[src/rtl/alu_pipe_if.sv]
// Operand/result handshake bundle between operand fetch, the ALU pipe and writeback.
// Latency: none, wires only.
// Backpressure: valid/ready on both the operand side and the result side.
interface alu_pipe_if #(
    parameter int WIDTH = 32
);
    logic             in_valid;
    logic             in_ready;
    logic [2:0]       opcode;
    logic [WIDTH-1:0] A;
    logic [WIDTH-1:0] B;
    logic             out_valid;
    logic             out_ready;
    logic [WIDTH-1:0] Sum;
    logic             zero;
    logic             carry;
    logic             overflow;

    // Producer of operands and consumer of results.
    modport master (
        output in_valid, opcode, A, B, out_ready,
        input  in_ready, out_valid, Sum, zero, carry, overflow
    );

    // The ALU pipe itself.
    modport slave (
        input  in_valid, opcode, A, B, out_ready,
        output in_ready, out_valid, Sum, zero, carry, overflow
    );
endinterface

[src/rtl/alu_pipe.sv]
// Two-stage pipelined ALU: ADD/XOR/NOR/OR/AND/SL/SR/constant with zero/carry/overflow flags.
// Latency: 2 clk edges from input accept to out_valid; one result per cycle when unstalled.
// Backpressure: a stalled output holds its result; S1 fills, then in_ready drops combinationally.
module alu_pipe #(
    parameter int WIDTH       = 32,
    parameter int SHAMT_W     = $clog2(WIDTH),
    parameter int DEFAULT_VAL = 69
) (
    input  logic    clk,
    input  logic    rst_n,
    alu_pipe_if.slave io
);
    localparam logic [WIDTH-1:0] DEF_RESULT = WIDTH'(DEFAULT_VAL);

    typedef struct packed {
        logic [2:0]       op;
        logic [WIDTH-1:0] a;
        logic [WIDTH-1:0] b;
    } s1_entry_t;

    s1_entry_t        s1_q;
    logic             s1_valid;
    logic             s2_advance;
    logic             s1_advance;

    logic [WIDTH:0]   add_full;
    logic [SHAMT_W-1:0] shamt;
    logic [WIDTH-1:0] result;
    logic             res_carry;
    logic             res_overflow;

    // An empty or draining stage can take new content this edge.
    assign s2_advance  = !io.out_valid || io.out_ready;
    assign s1_advance  = !s1_valid || s2_advance;
    assign io.in_ready = s1_advance;

    assign add_full = {1'b0, s1_q.a} + {1'b0, s1_q.b};
    assign shamt    = s1_q.b[SHAMT_W-1:0];

    // Result mux and ADD flags computed from the S1 registers.
    always_comb begin
        result       = '0;
        res_carry    = 1'b0;
        res_overflow = 1'b0;
        case (s1_q.op)
            3'b000: begin
                result       = add_full[WIDTH-1:0];
                res_carry    = add_full[WIDTH];
                res_overflow = (s1_q.a[WIDTH-1] == s1_q.b[WIDTH-1]) &&
                               (add_full[WIDTH-1] != s1_q.a[WIDTH-1]);
            end
            3'b001:  result = s1_q.a ^ s1_q.b;
            3'b010:  result = ~(s1_q.a | s1_q.b);
            3'b011:  result = s1_q.a | s1_q.b;
            3'b100:  result = s1_q.a & s1_q.b;
            3'b101:  result = s1_q.a << shamt;
            3'b110:  result = s1_q.a >> shamt;
            default: result = DEF_RESULT;
        endcase
    end

    // Stage 1: capture operands on accept; a bubble enters when nothing is offered.
    always_ff @(posedge clk) begin
        if (!rst_n) begin
            s1_valid <= 1'b0;
            s1_q     <= '0;
        end else if (s1_advance) begin
            s1_valid <= io.in_valid;
            if (io.in_valid) begin
                s1_q.op <= io.opcode;
                s1_q.a  <= io.A;
                s1_q.b  <= io.B;
            end
        end
    end

    // Stage 2: register result and flags; everything holds while the output is stalled.
    always_ff @(posedge clk) begin
        if (!rst_n) begin
            io.out_valid <= 1'b0;
            io.Sum       <= '0;
            io.zero      <= 1'b0;
            io.carry     <= 1'b0;
            io.overflow  <= 1'b0;
        end else if (s2_advance) begin
            io.out_valid <= s1_valid;
            if (s1_valid) begin
                io.Sum      <= result;
                io.zero     <= (result == '0);
                io.carry    <= res_carry;
                io.overflow <= res_overflow;
            end
        end
    end
endmodule

[src/flat_wrapper.sv]
// flat-port wrapper written by rule: the top's interface ports become plain ports
module alu_pipe_flat 
#(
    parameter int WIDTH       = 32,
    parameter int SHAMT_W     = $clog2(WIDTH),
    parameter int DEFAULT_VAL = 69
)
  (clk, rst_n, io_in_valid, io_opcode, io_A, io_B, io_out_ready, io_in_ready, io_out_valid, io_Sum, io_zero, io_carry, io_overflow);
  alu_pipe_if #(.WIDTH(WIDTH)) io_i ();
  input  logic clk;
  input  logic rst_n;
  input wire logic [$bits(io_i.in_valid)-1:0] io_in_valid;
  input wire logic [$bits(io_i.opcode)-1:0] io_opcode;
  input wire logic [$bits(io_i.A)-1:0] io_A;
  input wire logic [$bits(io_i.B)-1:0] io_B;
  input wire logic [$bits(io_i.out_ready)-1:0] io_out_ready;
  output wire logic [$bits(io_i.in_ready)-1:0] io_in_ready;
  output wire logic [$bits(io_i.out_valid)-1:0] io_out_valid;
  output wire logic [$bits(io_i.Sum)-1:0] io_Sum;
  output wire logic [$bits(io_i.zero)-1:0] io_zero;
  output wire logic [$bits(io_i.carry)-1:0] io_carry;
  output wire logic [$bits(io_i.overflow)-1:0] io_overflow;
  assign io_i.in_valid = io_in_valid;
  assign io_i.opcode = io_opcode;
  assign io_i.A = io_A;
  assign io_i.B = io_B;
  assign io_i.out_ready = io_out_ready;
  assign io_in_ready = io_i.in_ready;
  assign io_out_valid = io_i.out_valid;
  assign io_Sum = io_i.Sum;
  assign io_zero = io_i.zero;
  assign io_carry = io_i.carry;
  assign io_overflow = io_i.overflow;
  alu_pipe #(.WIDTH(WIDTH), .SHAMT_W(SHAMT_W), .DEFAULT_VAL(DEFAULT_VAL)) u_core (.clk(clk), .rst_n(rst_n), .io(io_i));
endmodule
[config.mk]
export PLATFORM = sky130hd
export DESIGN_NAME = alu_pipe_flat
export DESIGN_NICKNAME = d
export VERILOG_FILES = /design/src/rtl/alu_pipe_if.sv /design/src/rtl/alu_pipe.sv /design/src/flat_wrapper.sv
export SDC_FILE = /design/constraint.sdc
export NUM_CORES = 1
export LEC_CHECK = 0
export CORE_MARGIN = 2
export CORE_UTILIZATION = 35
export CTS_CLUSTER_DIAMETER = 50
export CTS_CLUSTER_SIZE = 25
export DETAILED_ROUTE_END_ITERATION = 10
export HOLD_SLACK_MARGIN = 0.15
export PLACE_DENSITY = 0.62
export SYNTH_ARGS = -nofsm -noshare
export SYNTH_HDL_FRONTEND = slang
export SYNTH_SLANG_ARGS = --single-unit
[constraint.sdc]
create_clock -name clk -period 4.72 [get_ports clk]
set_input_delay 0.944 -clock clk [delete_from_list [all_inputs] [get_ports clk]]
set_output_delay 0.944 -clock clk [all_outputs]
set_load 0.01 [all_outputs]
==> results of run 1 <==
stage by stage:
step | hold slack (ns) | setup WS (ns) | instances
floorplan | 0.454 | 1.07 | 1603
global placement | 0.451 | 0.650 | 2066
detailed placement | 0.458 | 0.601 | 2066
CTS | 0.468 | 0.577 | 2082
global route | 0.501 | 0.193 | 2082
finish | 0.465 | 0.438 | 2083
cell type report:
| cell class | count | area [um^2] |
|---|---|---|
| diodes | 1 | 2.50 |
| clock buffers | 12 | 236 |
| clock inverters | 4 | 28.8 |
| fillers | 3506 | 19200 |
| inverters | 76 | 287 |
| multi-input cells | 1269 | 8530 |
| flip-flops and latches | 104 | 2090 |
| well taps | 442 | 553 |
| repair buffers | 175 | 1630 |
final timing paths:
| path | cells after the start | startpoint | endpoint |
|---|---|---|---|
| max | 12 | u_core.s1_q[46] | u_core.io.zero |
| min | 2 | u_core.io.carry | u_core.io.carry |
| max reg2reg | 12 | u_core.s1_q[46] | u_core.io.zero |
| min reg2reg | 2 | u_core.io.carry | u_core.io.carry |
worst max-delay path: stages, from the launching register on:
cell and delay [ns]:
dfxtp_1 0.65, inv_1 0.27, ha_1 0.54, a21oi_1 0.16
o21ai_1 0.27, nor3b_1 0.37, a211oi_4 0.14, o41ai_1 0.56
mux2i_1 0.17, nor3_1 0.46, nand4_1 0.19, nor4_2 0.27
a31o_1 0.16
registers in the layout, summed over array words and instances, names as in the netlist:
name                 flops
u_core.io.carry          1
u_core.s1_valid          1
u_core.io.out_valid      1
u_core.io.Sum           32
u_core.io.zero           1
u_core.io.overflow       1
u_core.s1_q             67
Yosys cell counts, types with 14 or more instances:
| cell type | n |
|---|---|
| buf_2 | 35 |
| nand2_1 | 264 |
| o21ai_1 | 14 |
| mux2i_1 | 68 |
| nor2_1 | 135 |
| nand3_1 | 35 |
| a22oi_1 | 17 |
| dfxtp_1 | 104 |
| nand4_1 | 20 |
| mux4_2 | 32 |
| clkbuf_1 | 90 |
| a21oi_1 | 176 |
| nor3_1 | 27 |
| a221oi_1 | 15 |
| o211ai_1 | 33 |
| a211oi_1 | 55 |
| o21ai_0 | 59 |
| ha_1 | 65 |
| inv_1 | 71 |
metal layers:
layer  up-vias  wire length (um)  track usage
li1       5906                 -            -
met1      6343             24200        0.447
met2       734             23500        0.472
met3        96              5060       0.0632
met4         0              1660        0.108
met5         -                 0            0
logic make-up (layout without fill, tap and decap cells):
| group | Yosys count | in the layout | synth area share |
|---|---|---|---|
| other cells | 0 | 1 | 0 |
| compound gates | 506 | 506 | 0.289 |
| fa+ha+maj | 66 | 66 | 0.0720 |
| mux | 125 | 125 | 0.146 |
| buf+inv | 230 | 267 | 0.0862 |
| flops | 104 | 104 | 0.180 |
| xor+xnor | 11 | 11 | 0.00833 |
| simple gates | 561 | 561 | 0.218 |
power by group through the flow:
stage	registers [mW]	logic (mW)	clock network, mW
after global routing	1.03	1.25	0.784
after global placement	1.04	1.14	0
after floorplan	0.997	0.727	0
final	1.02	1.18	0.731
after detailed placement	1.04	1.14	0
after CTS	1.02	1.15	0.751
==> results by group, run 1 <==
STA
  – Setup Skew: 0.0125 ns
  – Slew Limit Fails: 0
  – Worst slew margin: 0.227
  – Final worst-path cycle share: 0.907
  – Highest Clock Rate: 234 MHz
  – Setup TNS: 0 ns
  – Tmin final: 4.28 ns
  – Unrepaired setup endpoints after global routing: no
  – Final hold viol count: 0
  – Actual slew at the worst max-slew pin: 1.15 ns
  – Endpoints failing setup: 0

Synthesis
  – Synth Instances: 1603
  – YS warnings: 0
  – EDFF count, synth: 0
  – Synth unique cells: 86
  – Largest cells by area after synthesis: dfxtp_1, nand2_1, a21oi_1
  – Leading area contributor after synthesis: dfxtp_1
  – Top cell type's share of synthesized area: 0.180
  – Post-synthesis sequential area ratio: 0.180
  – Synth Register Bits: 104
  – Mapped cell area: 11600 um^2
  – Dominant synthesized flop cell: dfxtp_1
  – Post-synthesis net count: 1740
  – FFs w/ async S/R, synth: 0
  – Mean Syn Cell Area: 7.22 um^2

Layout
  – Commonest non-fill, non-tap cells in the layout: nand2_1, a21oi_1, nor2_1
  – Layout area overhead: 15.5%
  – Total Nets Final: 1772
  – Share of layout cells above drive strength 1: 0.0988
  – Final instance area: 13400 um^2
  – Final Util: 0.411
  – Commonest non-fill, non-tap cell in the layout: nand2_1

Critical path
  – Worst path arrival time: 4.61 ns
  – CP Max Fanout: 9
  – Worst endpoint required time: 5.05 ns
  – Element type at the critical path end: register
  – Crit path kind: reg2reg
  – Critical Path Source Type: register
  – Reg2reg setup slack: 0.44 ns

Min path
  – Hold/Removal Path Class: reg2reg

Clock network
  – Max H-tree Level: 3
  – Hold buffer count at CTS: 0
  – Clock insertion delay at the later pin of the skew report: 0.39 ns
  – Clock Path Buffers: 2
  – CTS root buffer: clkbuf_16
  – Postcts setup bufs: 0
  – Cts repair resizes: 0
  – Clock-pin slew on the worst setup and hold paths: 0.08 ns
  – CTS tree: built
  – TritonCTS buffer count: 9
  – Clk sink count: 104

Global routing
  – Aggregate global routing overflow: 0
  – Largest net degree at the start of global routing: 64
  – Gr usage total: 0.315
  – First-pass GRT wire length: 79300 um
  – Vias in the first global route: 11764
  – Antenna violations before repair: 1

Job
  – MaxCap Viol Count: 0

Pwr
  – Reg power frac: 0.349
  – P_sw: 1.18 mW
  – P_leak: 4.85 nW
  – Internal power: 1.74 mW
  – Final Power: 2.93 mW
  – Clock power frac: 0.250
  – Worst vdd ir: 0.000194 V
  – Combinational fraction of design power: 0.402
  – Power per cell area: 219 nW/um^2
  – Switching share of power: 0.405

Route
  – DRT Pass-1 Iters: 6
  – Routed WL: 54400 um
  – Via/cell ratio: 6.28
  – Routed WL per cell: 26.1 um
  – Starting DRC count in detailed routing: 1750
  – Final ANT Viol Nets: 0
  – # DRC: 0
  – Total number of vias: 13079

Placed design
  – Post-DP HPWL: 42600 um
  – RD Place Congestion: 1.03
  – I/O Buffers: 107
  – Post-place instance area: 13100 um^2

Floorplan
  – Initial Util: 0.355
  – Die ar.: 34500 um^2
  – Die Wd: 186 um
  – Core Region: 32500 um^2
  – Number of cell rows: 66
  – Top-level I/O count: 108
  – Die H: 186 um

Status
  – Status: completed
(Power assumes the default switching activity.)
==> run 2: changes to the inputs <==
--- a/config.mk
+++ b/config.mk
@@ -5,9 +5,8 @@
 export SDC_FILE = /design/constraint.sdc
 export NUM_CORES = 1
 export LEC_CHECK = 0
-export CORE_MARGIN = 2
+export CORE_MARGIN = 8
 export CORE_UTILIZATION = 35
-export CTS_CLUSTER_DIAMETER = 50
 export CTS_CLUSTER_SIZE = 25
 export DETAILED_ROUTE_END_ITERATION = 10
 export HOLD_SLACK_MARGIN = 0.15
==> run 2 against run 1 <==
Sequential share of layout area barely moved. Clock power rose by 6.4%. Register-to-register slack improved by 0.17 ns. Routed wire length fell by 0.87%. Cell count barely moved. Largest cell class unchanged. Global-route usage fell by 4.8 points. Critical path type unchanged. Setup slack improved by 0.17 ns.
==> results by group, run 2 (synthesis results as in run 1) <==
Route
  – DRT Pass-1 Iters: 7
  – Via/cell ratio: 6.20
  – Total number of vias: 12911
  – # DRC: 0
  – Starting DRC count in detailed routing: 1736
  – Final ANT Viol Nets: 0
  – Routed WL: 53900 um
  – Routed WL per cell: 25.9 um

Critical path
  – R2R Path End: u_core.io.zero
  – Element type at the critical path end: register
  – Worst Setup SP: u_core.s1_q[1]
  – Critical path depth: 13
  – Worst r2r src: u_core.s1_q[1]
  – Critical Path Source Type: register
  – Crit path kind: reg2reg
  – Worst setup path endpoint: u_core.io.zero
  – Critical-path cell with the highest stage delay: a2111oi_0
  – Buf+Inv Stages, Crit Path: 1
  – Worst path most repeated cell: o21ai_1
  – Reg2reg setup slack: 0.61 ns
  – Worst path arrival time: 4.44 ns
  – CP max stage delay: 0.54 ns
  – CP Max Fanout: 19
  – CP delay by family, top: compound AO/OA/AOI/OAI gates
  – Worst endpoint required time: 5.05 ns
  – R2R cell count: 13
  – Critical path, cell by cell: inv_2, fa_1, nor2b_1, o31a_1, o21ai_1, a21oi_1, o21ai_1, a2111oi_0, o21ai_0, a31oi_1, nand4_1, nor4_2, a31o_1

STA
  – Unrepaired setup endpoints after global routing: no
  – Final hold viol count: 0
  – Setup TNS: 0 ns
  – Setup Skew: 0.0103 ns
  – Endpoints failing setup: 0
  – Highest Clock Rate: 243 MHz
  – Hold slack: 0.463 ns
  – Worst slew margin: 0.307
  – Slew Limit Fails: 0
  – Actual slew at the worst max-slew pin: 1.04 ns
  – Final worst-path cycle share: 0.871
  – Tmin final: 4.11 ns

Clock network
  – Clk sink count: 104
  – CTS tree: built
  – Cts repair resizes: 0
  – Max H-tree Level: 3
  – Clock-pin slew on the worst setup and hold paths: 0.07 ns
  – Hold buffer count at CTS: 0
  – Postcts setup bufs: 0
  – Clock Path Buffers: 2
  – TritonCTS buffer count: 9
  – CTS root buffer: clkbuf_16
  – Clock insertion delay at the later pin of the skew report: 0.39 ns

Floorplan
  – Die ar.: 39100 um^2
  – Number of cell rows: 66
  – Die H: 198 um
  – Core Region: 32500 um^2
  – Die Wd: 198 um
  – Top-level I/O count: 108
  – Initial Util: 0.355

Global routing
  – Gr usage total: 0.267
  – First-pass GRT wire length: 78400 um
  – Aggregate global routing overflow: 0
  – Largest net degree at the start of global routing: 62
  – Antenna violations before repair: 1
  – Vias in the first global route: 11704

Pwr
  – P_leak: 4.87 nW
  – Power per cell area: 222 nW/um^2
  – Worst vdd ir: 0.000190 V

Placed design
  – I/O Buffers: 107
  – Post-DP HPWL: 42500 um
  – RD Place Congestion: 1.06
  – Post-place instance area: 13100 um^2
  – Cells after DPL: 2067

Layout
  – Regs by FF count: u_core.s1_q x67, u_core.io.Sum x32
  – Ant. Diodes: 0
  – Final cell count without fillers: 2082
  – Most flops, register: u_core.s1_q
  – Share of layout cells above drive strength 1: 0.0994
  – Max reg flops: 67
  – Final instance area: 13400 um^2
  – Layout area overhead: 15.8%
  – Commonest non-fill, non-tap cell in the layout: nand2_1
  – Total Nets Final: 1773
  – Commonest non-fill, non-tap cells in the layout: nand2_1, a21oi_1, nor2_1
  – Final Util: 0.412

Min path
  – Hold/Removal Path Class: reg2reg
  – Hold Path Origin: u_core.io.carry

Status
  – Status: completed

Job
  – MaxCap Viol Count: 0
run 2: area by class of cell:
type,count,area (um^2)
clock inverter,3,42.5
sequential,104,2090
multi-input combinational,1269,8530
tap,442,553
fill,3500,19100
inverter,76,287
timing repair buffer,176,1640
clock buffer,12,246
run 2: routing by layer:
layer	wire length, um	part of all wire	track usage
met4	1500	0.028	0.0855
met1	24000	0.45	0.378
met3	5060	0.094	0.0509
met2	23300	0.43	0.400
met5	15	0.00028	0
run 2: worst reg2reg max path: cells and delay by family (launching register included):
family	cells	cell delay [ns]
compound gates	8	2.23
fa+ha+maj	1	0.55
buf+inv	1	0.24
simple gates	3	0.53
flops	1	0.50
run 2: worst min path at each step:
stage,to,slack (ns),depth (start not counted)
global route,u_core.io.carry,0.49,2
CTS,u_core.io.carry,0.47,2
finish,u_core.io.carry,0.46,2
floorplan,u_core.s1_q[10],0.45,2
global placement,u_core.io.carry,0.45,2
detailed placement,u_core.io.carry,0.45,2
run 2: metrics by stage:
stage,power [mW],worst slack [ns]
final,2.97,0.609
after global routing,3.09,0.234
after CTS,2.96,0.659
after detailed placement,2.17,0.696
after global placement,2.17,0.710
after floorplan,1.72,1.07
run 2: power by group:
group          switching [mW]  internal, mW
clock                   0.356         0.422
combinational           0.724         0.451
sequential             0.0833         0.932
==> run 3: changes to the inputs <==
--- a/config.mk
+++ b/config.mk
@@ -9,6 +9,7 @@
 export CORE_UTILIZATION = 35
 export CTS_CLUSTER_SIZE = 25
 export DETAILED_ROUTE_END_ITERATION = 10
+export GPL_ROUTABILITY_DRIVEN = 0
 export HOLD_SLACK_MARGIN = 0.15
 export PLACE_DENSITY = 0.62
 export SYNTH_ARGS = -nofsm -noshare
==> constraint.sdc (replaced) <==
create_clock -name clk -period 4 [get_ports clk]
set_input_delay 0.8 -clock clk [delete_from_list [all_inputs] [get_ports clk]]
set_output_delay 0.8 -clock clk [all_outputs]
set_load 0.01 [all_outputs]
==> run 3 against run 2 <==
Non-clock buffer count up 15. First-iteration DRC count up 32%. Total power up 17%.
==> results by group, run 3 (synthesis results as in run 1) <==
Pwr
  – Worst vdd ir: 0.000205 V
  – Power per cell area: 257 nW/um^2
  – P_leak: 4.95 nW

Critical path
  – Critical-path cell with the highest stage delay: mux4_2
  – Reg2reg setup slack: 0.20 ns
  – Critical path, cell by cell: buf_4, mux2i_1, inv_1, mux4_2, a221oi_1, nand3_1, a211oi_1, inv_2, nor4_2, buf_4, nand4_1, nor4_2, a31o_1
  – CP max stage delay: 0.56 ns
  – Worst path arrival time: 4.12 ns
  – R2R cell count: 13
  – Crit path kind: reg2reg
  – CP Max Fanout: 22
  – Worst endpoint required time: 4.32 ns
  – Worst r2r src: u_core.s1_q[1]
  – R2R Path End: u_core.io.zero
  – Critical Path Source Type: register
  – Element type at the critical path end: register

STA
  – Endpoints failing setup: 0
  – Final worst-path cycle share: 0.949
  – Worst slew margin: 0.252
  – Highest Clock Rate: 263 MHz
  – Tmin final: 3.80 ns
  – Setup Skew: 0.00793 ns
  – Slew Limit Fails: 0
  – Unrepaired setup endpoints after global routing: no
  – Actual slew at the worst max-slew pin: 1.12 ns
  – Final hold viol count: 0
  – Setup TNS: 0 ns

Layout
  – Commonest non-fill, non-tap cell in the layout: nand2_1
  – Total Nets Final: 1788
  – Commonest non-fill, non-tap cells in the layout: nand2_1, a21oi_1, nor2_1
  – Share of layout cells above drive strength 1: 0.111
  – Most flops, register: u_core.s1_q
  – Final cell count without fillers: 2098
  – Layout area overhead: 16.9%
  – Regs by FF count: u_core.s1_q x67, u_core.io.Sum x32
  – Ant. Diodes: 0
  – Max reg flops: 67

Floorplan
  – Die Wd: 198 um
  – Number of cell rows: 66
  – Die ar.: 39100 um^2
  – Initial Util: 0.355
  – Top-level I/O count: 108
  – Core Region: 32500 um^2
  – Die H: 198 um

Placed design
  – Post-DP HPWL: 36900 um
  – Cells after DPL: 2082
  – I/O Buffers: 107

Clock network
  – Hold buffer count at CTS: 0
  – Max H-tree Level: 3
  – Clock insertion delay at the later pin of the skew report: 0.38 ns
  – CTS root buffer: clkbuf_16
  – Clock Path Buffers: 2
  – TritonCTS buffer count: 9
  – CTS tree: built
  – Clk sink count: 104
  – Clock-pin slew on the worst setup and hold paths: 0.08 ns

Min path
  – Hold Path Origin: u_core.io.carry
  – Hold/Removal Path Class: reg2reg
  – Hold path depth: 2
  – Hold Path End: u_core.io.carry

Route
  – Total number of vias: 13191
  – DRT Pass-1 Iters: 8
  – Routed WL per cell: 22.9 um
  – Final ANT Viol Nets: 0
  – Starting DRC count in detailed routing: 2296
  – Via/cell ratio: 6.29
  – # DRC: 0
  – Routed WL: 48000 um

Status
  – Status: completed

Global routing
  – Largest net degree at the start of global routing: 77
  – Vias in the first global route: 11914
  – First-pass GRT wire length: 71800 um
  – Gr usage total: 0.235
  – Antenna violations before repair: 0
  – Aggregate global routing overflow: 0

Job
  – MaxCap Viol Count: 0
[run 3: area by class of cell]
| cell class | instances | area, um^2 |
|---|---|---|
| fillers | 3403 | 19000 |
| multi-input cells | 1269 | 8550 |
| flip-flops and latches | 104 | 2090 |
| repair buffers | 191 | 1750 |
| well taps | 442 | 553 |
| inverters | 76 | 287 |
| clock buffers | 9 | 225 |
| clock inverters | 7 | 60.1 |
[run 3: power breakdown]
group / leakage, nW / internal, mW / switching (mW)
Sequential: 0.859 / 1.10 / 0.0806
Clock: 0.145 / 0.437 / 0.465
Combinational: 3.94 / 0.547 / 0.847
Total: 4.95 / 2.08 / 1.39
[run 3: worst max-delay path: cells and delay by family, from the launching register on]
kind | cells | cell delay (ns)
muxes | 2 | 0.90
and+or+nand+nor | 4 | 0.76
AOI/OAI and AO/OA | 3 | 0.96
buffers and inverters | 4 | 0.63
DFF | 1 | 0.49
[run 3: metal layers]
metal | GRT usage | vias up | share of wire
met5 | 0 | - | 0.00017
met4 | 0.0921 | 2 | 0.046
met3 | 0.0772 | 173 | 0.14
met2 | 0.346 | 935 | 0.41
met1 | 0.313 | 6140 | 0.40
li1 | - | 5941 | -
[run 3: repair_timing]
item,4_1_cts,5_1_grt
resized for setup,0,4
setup buffers,0,0
endpoints found under the setup margin,0,1
[run 3: worst max path at each step]
stage                          from        endpoint  slack (ns)  depth (start not counted)
floorplan            u_core.s1_q[3]  u_core.io.zero        0.35                         14
global placement       io_out_ready  u_core.io.zero        0.19                         13
detailed placement     io_out_ready  u_core.io.zero        0.19                         13
CTS                  u_core.s1_q[0]  u_core.io.zero        0.17                         15
global route        u_core.s1_q[46]  u_core.io.zero       0.007                         12
finish               u_core.s1_q[1]  u_core.io.zero        0.20                         13
[run 3: metrics by stage]
| step | area (um^2) | total power, mW | hold WS (ns) | worst slack (ns) | utilization |
|---|---|---|---|---|---|
| floorplan | 11600 | 2.03 | 0.454 | 0.345 | - |
| global placement | 13200 | 2.52 | 0.444 | 0.190 | 0.406 |
| detailed placement | 13200 | 2.53 | 0.451 | 0.187 | 0.406 |
| CTS | 13500 | 3.43 | 0.462 | 0.174 | 0.415 |
| global route | 13500 | 3.63 | 0.497 | 0.00666 | 0.415 |
| finish | 13500 | 3.48 | 0.458 | 0.204 | 0.415 |
